$ cat src/rtl/salamander_pkg.sv
// Shared Salamander-4 definitions: default datapath widths used by the PC,
// fetch unit and decoder, plus the fetch controller state encoding.
package salamander_pkg;

   localparam int SAL_ADDR_W  = 5;
   localparam int SAL_INSTR_W = 8;

   typedef enum logic [2:0] {
      IDLE,
      ISSUE,
      WAIT,
      HOLD,
      HALT
   } fetch_state_t;

endpackage

$ cat src/rtl/fetch_unit.sv
// Salamander-4 instruction fetch: issues one ROM read per fetch, waits out the
// ROM latency, then holds the instruction behind a valid/ready handshake.
module fetch_unit
   import salamander_pkg::*;
#(
   parameter int ADDR_W  = SAL_ADDR_W,
   parameter int INSTR_W = SAL_INSTR_W,
   parameter int MEM_LAT = 1
) (
   input  logic               clk,
   input  logic               rstn,
   input  logic               en,
   input  logic [ADDR_W-1:0]  pc_val,
   input  logic               pc_max,
   output logic               pc_inc,
   output logic               mem_rd,
   output logic [ADDR_W-1:0]  mem_addr,
   input  logic [INSTR_W-1:0] mem_rdata,
   output logic [INSTR_W-1:0] instr,
   output logic [ADDR_W-1:0]  instr_pc,
   output logic               instr_valid,
   input  logic               instr_ready,
   input  logic               flush,
   output logic               halted
);

   localparam int CNT_W = $clog2(MEM_LAT + 1);
   localparam logic [CNT_W-1:0] CNT_LOAD = CNT_W'(MEM_LAT - 1);

   fetch_state_t        state;
   fetch_state_t        state_nxt;
   logic [CNT_W-1:0]    lat_cnt;
   logic [ADDR_W-1:0]   pend_addr;
   logic [ADDR_W-1:0]   instr_pc_q;
   logic [INSTR_W-1:0]  instr_q;

   // Capture happens only in WAIT, so a ROM return arriving after a flush or
   // reset has nowhere to land.
   always_ff @(posedge clk) begin
      if (!rstn) begin
         state      <= IDLE;
         lat_cnt    <= '0;
         pend_addr  <= '0;
         instr_q    <= '0;
         instr_pc_q <= '0;
      end else begin
         state <= state_nxt;
         case (state)
            ISSUE: begin
               pend_addr <= pc_val;
               lat_cnt   <= CNT_LOAD;
            end
            WAIT: begin
               if (lat_cnt == '0) begin
                  if (!flush) begin
                     instr_q    <= mem_rdata;
                     instr_pc_q <= pend_addr;
                  end
               end else begin
                  lat_cnt <= lat_cnt - CNT_W'(1);
               end
            end
            default: ;
         endcase
      end
   end

   always_comb begin
      state_nxt = state;
      unique case (state)
         IDLE: begin
            if (pc_max)
               state_nxt = HALT;
            else if (en)
               state_nxt = ISSUE;
         end
         ISSUE: state_nxt = flush ? IDLE : WAIT;
         WAIT: begin
            if (flush)
               state_nxt = IDLE;
            else if (lat_cnt == '0)
               state_nxt = HOLD;
         end
         // Flush wins over a same-cycle handshake; address all-ones halts
         // rather than letting the PC wrap back to 0.
         HOLD: begin
            if (flush)
               state_nxt = IDLE;
            else if (instr_ready) begin
               if ((&instr_pc_q) || pc_max)
                  state_nxt = HALT;
               else if (en)
                  state_nxt = ISSUE;
               else
                  state_nxt = IDLE;
            end
         end
         HALT:    state_nxt = HALT;
         default: state_nxt = IDLE;
      endcase
   end

   assign mem_rd      = (state == ISSUE);
   assign pc_inc      = (state == ISSUE);
   assign mem_addr    = mem_rd ? pc_val : '0;
   assign instr_valid = (state == HOLD);
   assign halted      = (state == HALT);
   assign instr       = halted ? '0 : instr_q;
   assign instr_pc    = halted ? '0 : instr_pc_q;

endmodule

$ cat config.mk
export PLATFORM = sky130hd
export DESIGN_NAME = fetch_unit
export DESIGN_NICKNAME = d
export VERILOG_FILES = /design/src/rtl/salamander_pkg.sv /design/src/rtl/fetch_unit.sv
export SDC_FILE = /design/constraint.sdc
export NUM_CORES = 1
export LEC_CHECK = 0
export ABC_CLOCK_PERIOD_IN_PS = 2650
export CELL_PAD_IN_SITES_DETAIL_PLACEMENT = 0
export CELL_PAD_IN_SITES_GLOBAL_PLACEMENT = 2
export CORE_MARGIN = 1
export CORE_UTILIZATION = 26
export DETAILED_ROUTE_END_ITERATION = 12
export PLACE_DENSITY = 0.81
export SKIP_CTS_REPAIR_TIMING = 1
export SYNTH_ARGS = -nofsm -noshare
export SYNTH_HDL_FRONTEND = slang
export SYNTH_SLANG_ARGS = --single-unit
$ cat constraint.sdc
create_clock -name clk -period 2.65 [get_ports clk]
set_input_delay 0.3975 -clock clk [delete_from_list [all_inputs] [get_ports clk]]
set_output_delay 0.3975 -clock clk [all_outputs]
set_load 0.02 [all_outputs]
==> flow_metrics.env <==
export IMPL_drv_slew=0
export IMPL_worst_hold_slack_ns=0.4498
export IMPL_synth_common_cells="nand2_1, dfxtp_1, nor2b_1"
export IMPL_power_per_cell_area_mw_per_mm2=434.1
export IMPL_gp_congestion=0.9105
export IMPL_wire_per_inst_um=11.90
export IMPL_via_per_inst=4.544
export IMPL_hpwl_um=1896
export IMPL_drive_above_1_share=0.07784
export IMPL_irDropWorstVdd_uv=226.7
export IMPL_rsz0062_at_grt="false"
export IMPL_r2r_start="state[1]"
export IMPL_antenna_left=0
export IMPL_p_int_uw=496.1
export IMPL_crit_type="flip-flop to output port"
export IMPL_cts_root_buf="clkbuf_8"
export IMPL_worst_path_max_delay_cell="clkdlybuf4s50_1"
export IMPL_synth_cells=129
export IMPL_insertion_delay_ns=0.27
export IMPL_io_pins=41
export IMPL_crit_arrival_ns=2.04
export IMPL_endpoint="mem_addr[2]"
export IMPL_antenna_found_initial=0
export IMPL_clockPowerShare=0.327
export IMPL_max_cap_violations=0
export IMPL_pwr_share_comb=0.174
export IMPL_wl_um=2583
export IMPL_syn_to_final_growth_pct=44.43
export IMPL_crit_chain="nor3b_1 -> buf_4 -> and2_1 -> clkdlybuf4s50_1"
export IMPL_finalSetupViolations=0
export IMPL_finalCritPeriodShare=0.9185
export IMPL_num_nets_final=187
export IMPL_timing_fmax_ghz=0.4108
export IMPL_syn_avg_cell_area_um2=8.361
export IMPL_die_area_mm2=0.004410
export IMPL_cts_sinks=21
export IMPL_final_hold_viol_count=0
export IMPL_place_ws_ns=0.5346
export IMPL_route_detailed_drc=0
export IMPL_synth_ff_type="dfxtp_1"
export IMPL_cp_buffers_inverters=2
export IMPL_critPathLaunch="state[0]"
export IMPL_die_width_um=66.41
export IMPL_cts_max_path_buffers=2
export IMPL_wl_met1_um=1159
export IMPL_grt_first_pass_wirelength_um=4215
export IMPL_min_period_ns=2.434
export IMPL_synth_warnings=0
export IMPL_yosysTopAreaCellShare=0.3898
export IMPL_cp_depth=4
export IMPL_synth_distinct_cells=29
export IMPL_rows=23
export IMPL_cts_tree="done"
export IMPL_status="completed"
export IMPL_hold_class="flip-flop to flip-flop"
export IMPL_htreeDepth=1
export IMPL_dr_wl_met3_um=130
export IMPL_synthesis_area_mm2=0.001079
export IMPL_critPathMaxStageDelay_ns=0.61
export IMPL_critPathTopFamily="buffers and inverters"
export IMPL_end_kind="output port"
export IMPL_maxSlewHeadroom=0.7068
export IMPL_antenna_cells=0
export IMPL_synth_edf_count=0
export IMPL_core_area_mm2=0.004000
export IMPL_fp_dieH_um=66.41
export IMPL_r2r_cells=4
export IMPL_yosysTopAreaCell="dfxtp_1"
export IMPL_grt_pass1_vias=924
export IMPL_topRoutingLayerUsed="met4"
export IMPL_synthesis_nets=148
export IMPL_r2r_end="instr_pc_q[0]"
export IMPL_switchingPower_uw=180.2
export IMPL_dr_pass1_iters=4
export IMPL_grt_ovfl_total=0
export IMPL_tightest_slew_ns=0.4380
export IMPL_cp_required_ns=2.25
export IMPL_synth_seq_cells=21
export IMPL_rrSetupSlack_ns=1.15
export IMPL_path_clk_slew_ns=0.09
export IMPL_routed_via_count=986
export IMPL_port_buffers=40
export IMPL_grt_max_degree=15
export IMPL_wl_met2_um=1239
export IMPL_cp_start_kind="flip-flop"
export IMPL_yosys_top_cells_area="dfxtp_1, nor2b_1, nand2_1, a21boi_1, o21a_1"
export IMPL_swShare=0.2664
export IMPL_ys_seq_area_frac=0.3898
export IMPL_start_util=0.2696
export IMPL_synth_most_common_cell="nand2_1"
export IMPL_worst_path_max_fanout=12
export IMPL_finalSetupTns_ns=0
export IMPL_cts_buffers=3
export IMPL_ys_async_sr_fraction=0
export IMPL_hold_depth=2
export IMPL_total_leakage_power_uw=0.0005525
export IMPL_fin_ws_ns=0.2159
export IMPL_placed_cells=213
export IMPL_clock_skew_ns=0.01075
export IMPL_fin_cells=217
export IMPL_pwr_share_seq=0.499
export IMPL_grt_use_total=0.1313
export IMPL_first_iter_violations=28
==> state kept, by name, summed over array words and instances (netlist names) <==
signal,count
pend_addr,5
instr_pc_q,5
instr_q,8
state,3
==> cell type report <==
type / instances / area, um2
clock buffers: 3 / 41.29
fillers: 378 / 2442
multi-input cells: 96 / 588.1
repair buffers: 44 / 430.4
well taps: 50 / 62.56
inverters: 2 / 7.507
clock inverters: 1 / 7.507
flip-flops and latches: 21 / 420.4
==> logic make-up (layout without fill, tap and decap cells) <==
group,count (synthesis),after routing,share of synthesized area
AO/OA/AOI/OAI,28,28,0.1926
buffers and inverters,12,50,0.06497
flip-flops,21,21,0.3898
multiplexers,1,1,0.009281
AND/OR/NAND/NOR,67,67,0.3434
==> worst min path at each step <==
stage / endpoint / slack, ns / start
2_1_floorplan: instr_pc_q[1] / 0.43 / pend_addr[1]
3_3_place_gp: instr_q[4] / 0.44 / instr_q[4]
3_5_place_dp: instr_q[1] / 0.44 / instr_q[1]
4_1_cts: instr_q[1] / 0.45 / instr_q[1]
5_1_grt: instr_q[1] / 0.47 / instr_q[1]
6_report: instr_q[1] / 0.45 / instr_q[1]
==> metrics by stage <==
step | utilization | total power (uW) | instance area (um2)
final | 0.3894 | 676.2 | 1558
after global routing | 0.3894 | 712.6 | 1558
after CTS | 0.3894 | 685.7 | 1558
after detailed placement | 0.3772 | 462.7 | 1509
after global placement | 0.3772 | 462.1 | 1509
after floorplan | - | 406.7 | 1079
==> cell usage in the layout, fill, tap and decap left out <==
cell type	synthesis	final
a21boi_1	10	10
a22oi_1	2	2
a21oi_1	1	1
and4bb_2	1	1
nand4_1	1	1
nor3b_1	2	2
clkdlybuf4s50_1	0	40
dfxtp_1	21	21
or4b_4	1	1
a31oi_1	1	1
inv_1	2	2
and2_1	5	5
a21boi_0	3	3
o21a_1	6	6
o21ai_0	1	1
nand2_1	28	28
buf_4	1	4
and3_1	2	2
nand3_1	2	2
nor4b_4	1	1
o311ai_0	2	2
or2_2	2	2
o2111ai_1	1	1
nor2_1	4	4
nor2b_1	18	18
mux2i_1	1	1
clkinvlp_4	0	1
clkbuf_8	0	3
a211oi_1	1	1
==> worst reg2reg max path: cells and delay by family, from the launching register on <==
family                 cells  cell delay, ns
flip-flops                 1            0.53
AO/OA/AOI/OAI              1            0.15
buffers and inverters      1            0.23
AND/OR/NAND/NOR            2            0.53
==> power groups by stage <==
stage | sequential, uW | clock, uW | combinational (uW)
floorplan | 335 | 0 | 72.2
global placement | 344 | 0 | 118
detailed placement | 344 | 0 | 118
CTS | 337 | 229 | 119
global route | 340 | 245 | 128
finish | 337 | 221 | 118
==> per-layer routing <==
metal  GRT usage  vias to the layer above
met2      0.2041                       33
met1      0.1601                      439
met3     0.03103                        6
met5           0                        -
met4     0.08511                        0
li1            -                      508
Power figures use the tool's default switching activity.
